$ cat src/rtl/reaction_measure_fsm_pkg.sv
// Shared reaction-game definitions: FSM state encodings and default timer width.
// Include-guarded so several game blocks can pull it into one compilation unit.
`ifndef REACTION_MEASURE_FSM_PKG_SV
`define REACTION_MEASURE_FSM_PKG_SV

package reaction_measure_fsm_pkg;

    localparam int TIME_WIDTH_DEF = 11;

    localparam logic [2:0] ST_IDLE        = 3'd0;
    localparam logic [2:0] ST_WAIT_DELAY  = 3'd1;
    localparam logic [2:0] ST_MEASURE     = 3'd2;
    localparam logic [2:0] ST_RESULT      = 3'd3;
    localparam logic [2:0] ST_FALSE_START = 3'd4;
    localparam logic [2:0] ST_TIMEOUT     = 3'd5;

endpackage

`endif

$ cat src/rtl/reaction_measure_fsm_edge.sv
// Rising-edge detector for a level already synchronous to clk; rise is combinational from sig_in.
// No backpressure: prev register updates every non-reset cycle, so a held level gives one pulse.
module rising_edge_detect (
    input  logic clk,
    input  logic rst_n,
    input  logic sig_in,
    output logic rise
);

    logic prev_q;
    logic prev_d;

    always_comb begin
        prev_d = sig_in;
    end

    always_ff @(posedge clk) begin
        if (!rst_n) begin
            prev_q <= 1'b0;
        end else begin
            prev_q <= prev_d;
        end
    end

    assign rise = sig_in & ~prev_q;

endmodule

$ cat src/rtl/reaction_measure_fsm.sv
// Reaction-time FSM: arms the delay counter, lights the stimulus, times the player's press.
// All outputs registered (one cycle after the deciding input); no backpressure, inputs sampled every cycle.
module reaction_measure_fsm
    import reaction_measure_fsm_pkg::*;
#(
    parameter int TIME_WIDTH = TIME_WIDTH_DEF,
    parameter int TICK_DIV   = 1
) (
    input  logic                  ClockIn,
    input  logic                  Reset,
    input  logic                  Start,
    input  logic                  Button,
    input  logic                  DelayDone,
    output logic                  DelayEnable,
    output logic                  Stimulus,
    output logic [TIME_WIDTH-1:0] Time,
    output logic                  Valid,
    output logic                  FalseStart,
    output logic                  Timeout
);

    localparam int                  PRE_W     = (TICK_DIV > 1) ? $clog2(TICK_DIV) : 1;
    localparam logic [PRE_W-1:0]    TICK_LAST = PRE_W'(TICK_DIV - 1);
    localparam logic [TIME_WIDTH-1:0] TIME_MAX = {TIME_WIDTH{1'b1}};

    logic [2:0]            state_q, state_d;
    logic [TIME_WIDTH-1:0] time_q, time_d;
    logic [PRE_W-1:0]      pre_q, pre_d;
    logic                  delay_enable_q, delay_enable_d;
    logic                  stimulus_q, stimulus_d;
    logic                  valid_q, valid_d;
    logic                  false_start_q, false_start_d;
    logic                  timeout_q, timeout_d;
    logic                  press;

    rising_edge_detect u_btn_edge (
        .clk    (ClockIn),
        .rst_n  (Reset),
        .sig_in (Button),
        .rise   (press)
    );

    always_comb begin
        state_d = state_q;
        time_d  = time_q;
        pre_d   = pre_q;
        case (state_q)
            ST_IDLE: begin
                if (Start) begin
                    state_d = ST_WAIT_DELAY;
                end
            end
            ST_WAIT_DELAY: begin
                // A press coinciding with DelayDone is still a false start.
                if (press) begin
                    state_d = ST_FALSE_START;
                    time_d  = '0;
                end else if (DelayDone) begin
                    state_d = ST_MEASURE;
                    time_d  = '0;
                    pre_d   = '0;
                end
            end
            ST_MEASURE: begin
                if (press) begin
                    state_d = ST_RESULT;
                end else if (pre_q == TICK_LAST) begin
                    pre_d = '0;
                    if (time_q == TIME_MAX) begin
                        state_d = ST_TIMEOUT;
                    end else begin
                        time_d = time_q + 1'b1;
                    end
                end else begin
                    pre_d = pre_q + 1'b1;
                end
            end
            ST_RESULT, ST_FALSE_START, ST_TIMEOUT: begin
                if (Start) begin
                    state_d = ST_WAIT_DELAY;
                    time_d  = '0;
                end
            end
            default: begin
                state_d = ST_IDLE;
                time_d  = '0;
                pre_d   = '0;
            end
        endcase
    end

    // Output flags follow the next state so they line up with the registered state.
    always_comb begin
        delay_enable_d = (state_d == ST_WAIT_DELAY);
        stimulus_d     = (state_d == ST_MEASURE);
        valid_d        = (state_d == ST_RESULT);
        false_start_d  = (state_d == ST_FALSE_START);
        timeout_d      = (state_d == ST_TIMEOUT);
    end

    always_ff @(posedge ClockIn) begin
        if (!Reset) begin
            state_q        <= ST_IDLE;
            time_q         <= '0;
            pre_q          <= '0;
            delay_enable_q <= 1'b0;
            stimulus_q     <= 1'b0;
            valid_q        <= 1'b0;
            false_start_q  <= 1'b0;
            timeout_q      <= 1'b0;
        end else begin
            state_q        <= state_d;
            time_q         <= time_d;
            pre_q          <= pre_d;
            delay_enable_q <= delay_enable_d;
            stimulus_q     <= stimulus_d;
            valid_q        <= valid_d;
            false_start_q  <= false_start_d;
            timeout_q      <= timeout_d;
        end
    end

    assign DelayEnable = delay_enable_q;
    assign Stimulus    = stimulus_q;
    assign Time        = time_q;
    assign Valid       = valid_q;
    assign FalseStart  = false_start_q;
    assign Timeout     = timeout_q;

endmodule

$ cat config.mk
export PLATFORM = sky130hd
export DESIGN_NAME = reaction_measure_fsm
export DESIGN_NICKNAME = d
export VERILOG_FILES = /design/src/rtl/reaction_measure_fsm_pkg.sv /design/src/rtl/reaction_measure_fsm_edge.sv /design/src/rtl/reaction_measure_fsm.sv
export SDC_FILE = /design/constraint.sdc
export NUM_CORES = 1
export LEC_CHECK = 0
export CORE_ASPECT_RATIO = 1.1
export CORE_MARGIN = 2
export CORE_UTILIZATION = 53
export DETAILED_ROUTE_END_ITERATION = 6
export GPL_ROUTABILITY_DRIVEN = 0
export PLACE_DENSITY = 0.9
export SYNTH_ARGS = -nofsm -noshare
export SYNTH_HDL_FRONTEND = slang
export SYNTH_SLANG_ARGS = --single-unit
$ cat constraint.sdc
create_clock -name ClockIn -period 4.02 [get_ports ClockIn]
set_clock_uncertainty 0.05 [all_clocks]
set_input_delay 0.804 -clock ClockIn [delete_from_list [all_inputs] [get_ports ClockIn]]
set_output_delay 0.804 -clock ClockIn [all_outputs]
set_load 0.005 [all_outputs]
==> impl_results.md <==
* RSZ-0062 raised after global routing: false
* Total grt overflow at 0
* Pwr Density at 388 mW/mm²
* Area delta synth->final at 23.7%
* Sw Share at 0.261
* Max Fanout on Critical Path at 18
* Logic pwr share at 0.194
* Reg2Reg Capture Point: DelayEnable$_SDFF_PN0_
* Psw at 0.126 mW
* Final Hold Fails at 0
* List of most frequent post-synthesis cells: 20 x dfxtp_1, 12 x a21oi_1, 9 x or3_1, 8 x o21ai_0, 7 x inv_1
* Synthesized area per cell at approximately 8.5 µm²
* Critical path cell sequence: clkdlybuf4s50_1 -> and2b_1 -> nor3_1 -> o31a_4 -> or4_1 -> a21oi_1
* CP startpoint kind: primary input
* Top_reg_cell synth: dfxtp_1
* Routed vias/inst at 5.99
* YS warnings at 0
* Sequential fraction of design power at 0.464
* Share of cells above drive strength 1 at 0.0511
* Max-slew headroom at 0.616
* Routed Antenna Nets at 0
* DR vias at 928
* IO buf count at 20
* Final period utilization at 0.593
* H-tree levels at 1
* Post-synth top area share at 0.397
* Fin util at 0.701
* R2r worst-path depth at 6
* Worst slew pin tran at about 0.57 ns
* Number of library cell types mapped by synthesis at 37
* FP Rows at 16
* Setup_tns at 0 ns
* DR WL/cell at about 14 µm
* Cts hold-fix bufs at 0
* Part of the power in the clock network at 0.342
* Die Y at 49.8 µm
* Origin of the critical flop-to-flop path: Time[0]$_SDFFE_PN0P_
* Top-count cell post-synth: dfxtp_1
* CTS resizes at 0
* Synth Register Bits at 20
* Clock latency on the worst-skew pair at 0.31 ns
* Outcome: completed
* WHS at between 0.4 and 0.5 ns
* Sink of the worst hold path: Time[10]$_SDFFE_PN0P_
* Post-CTS Setup Inserts at 0
* Clk buf depth at 2
* Worst min path class: register to register
* Setup CP Type: primary input to register
* IO Pins at 21
* Worst Path Arrival at between 2 and 3 ns
* Root buf cell: clkbuf_4
* FMAX at 419 MHz
* Initial Utilization at 0.567
* Cts bufs inserted at 3
* First-pass detailed-route iteration total at 4
* Net Count, Synth at 125
* Drt initial violations at 16
* Asr flop ratio synth at 0
* Sequential fraction of the synthesis area at 0.397
* Setup WS pre-CTS at 1.32 ns
* Max Slew Vio Count at 0
* CTS tree: built
* WL final at 2140 µm
* Peak supply drop at 0.254 mV
* Tmin final at 2.38 ns
* Antenna diodes at 0
* Req. time, crit path at ~4.2 ns
* Hold Path Depth at 2
* Crit path capture type: register
* Clk sinks at 20
* R2r setup slk at ~2.0 ns
* Vias in the first global route at between 800 and 900
* Final setup violation count at 0
* Largest net degree at the start of global routing at 19
* Post-Synthesis Cells at about 120
* Int Power at between 0.3 and 0.4 mW
* Post-synth EDFFs at 0
* DRC Markers at 0
* Post-DP HPWL at 1570 µm
* Critical path buffers and inverters at 1
* Slowest stage cell on the critical path: clkdlybuf4s50_1
* Max cap viols at 0
* Core Area at approximately 0.0018 mm²
* First-pass GRT wire length at 3680 µm
* Worst Setup Slack, final at ~1.6 ns
* Leak Pwr at 0.442 nW
* Clk pin slew, worst setup/hold paths at 0.11 ns
* Hold Path Origin: Time[10]$_SDFFE_PN0P_
* Die area at roughly 0.0023 mm²
* Max incr delay on CP at 0.51 ns
* Initial antenna violation count at 0
* Synth area leader: dfxtp_1
* Synth area leaders: dfxtp_1 40%, a21oi_1 5.9%, or3_1 5.6%
* Tot GR Track Use at 0.211
* Horiz. Die Dim at approximately 46 µm
* Cell Area, Synth at between 0.001 and 0.0015 mm²
* CP top delay family: simple AND/OR/NAND/NOR gates
* Nets@finish at 144
[worst reg2reg max path: stages, from the launching register on]
cell and delay, ns:
dfxtp_1 0.42, ha_1 0.22, nand4_1 0.15, nor4_1 0.47, nand2_1 0.12, o311a_1 0.19, nor4bb_1 0.33
[per-layer routing]
metal / up-vias / share of wire / global-route usage
met5: - / 0 / 0
met1: 431 / 0.44 / 0.251
met2: 21 / 0.52 / 0.373
met3: 4 / 0.029 / 0.0293
li1: 472 / - / -
met4: 0 / 0.010 / 0.0686
[cells in the final DEF, fill, tap and decap left out, drive strengths merged, types with 3 or more instances in the layout]
| cell type | count |
|---|---|
| inv | 7 |
| nand2b | 4 |
| clkbuf | 3 |
| or3 | 9 |
| o21ai | 9 |
| nor2b | 3 |
| a21oi | 12 |
| nand2 | 6 |
| dfxtp | 20 |
| clkdlybuf4s50 | 20 |
| nor2 | 4 |
| and3 | 3 |
| nand3 | 6 |
| nand4 | 5 |
[layout make-up]
| type | instances | area (µm²) |
|---|---|---|
| fillers | 140 | 533 |
| clock inverters | 1 | 30.0 |
| flip-flops and latches | 20 | 400 |
| clock buffers | 3 | 22.5 |
| multi-input cells | 86 | 547 |
| repair buffers | 20 | 200 |
| inverters | 7 | 26.3 |
| well taps | 18 | 22.5 |
[cell families (layout without fill, tap and decap cells)]
group                    count (synthesis)  after routing  share of synthesized area
flip-flops                              20             20                      0.397
adder cells (fa/ha/maj)                  1              1                     0.0124
AO/OA/AOI/OAI                           28             28                      0.178
multiplexers                             2              2                     0.0198
AND/OR/NAND/NOR                         55             55                      0.331
buffers and inverters                   13             31                     0.0620
[registers in the layout, indices dropped and copies added, names as in the netlist]
name and count:
Time 11, Timeout 1, Stimulus 1, FalseStart 1
state_q 3, Valid 1, DelayEnable 1, u_btn_edge.prev_q 1
[power groups by stage]
| stage | combinational (mW) | clock, mW | sequential, mW |
|---|---|---|---|
| 2_1_floorplan | 0.0785 | 0 | 0.220 |
| 3_3_place_gp | 0.0901 | 0 | 0.228 |
| 3_5_place_dp | 0.0933 | 0 | 0.229 |
| 4_1_cts | 0.0946 | 0.168 | 0.225 |
| 5_1_grt | 0.103 | 0.176 | 0.227 |
| 6_report | 0.0941 | 0.166 | 0.225 |
[worst max path at each step]
stage	from	endpoint	slack [ns]	depth (start not counted)
final	Button	Time[10]$_SDFFE_PN0P_	1.64	6
after global routing	Button	Time[10]$_SDFFE_PN0P_	1.58	6
after CTS	Button	Time[10]$_SDFFE_PN0P_	1.65	6
after detailed placement	Button	Time[10]$_SDFFE_PN0P_	1.32	6
after global placement	Start	Time[1]$_SDFFE_PN0P_	1.40	5
after floorplan	Button	Time[8]$_SDFFE_PN0P_	1.95	6
[stage by stage]
step | area [µm²] | instances | power [mW]
3_3_place_gp | 1200 | 151 | 0.318
6_report | 1250 | 155 | 0.484
4_1_cts | 1250 | 155 | 0.487
3_5_place_dp | 1200 | 151 | 0.322
5_1_grt | 1250 | 155 | 0.505
2_1_floorplan | 1010 | 119 | 0.298
(Power assumes the default switching activity.)
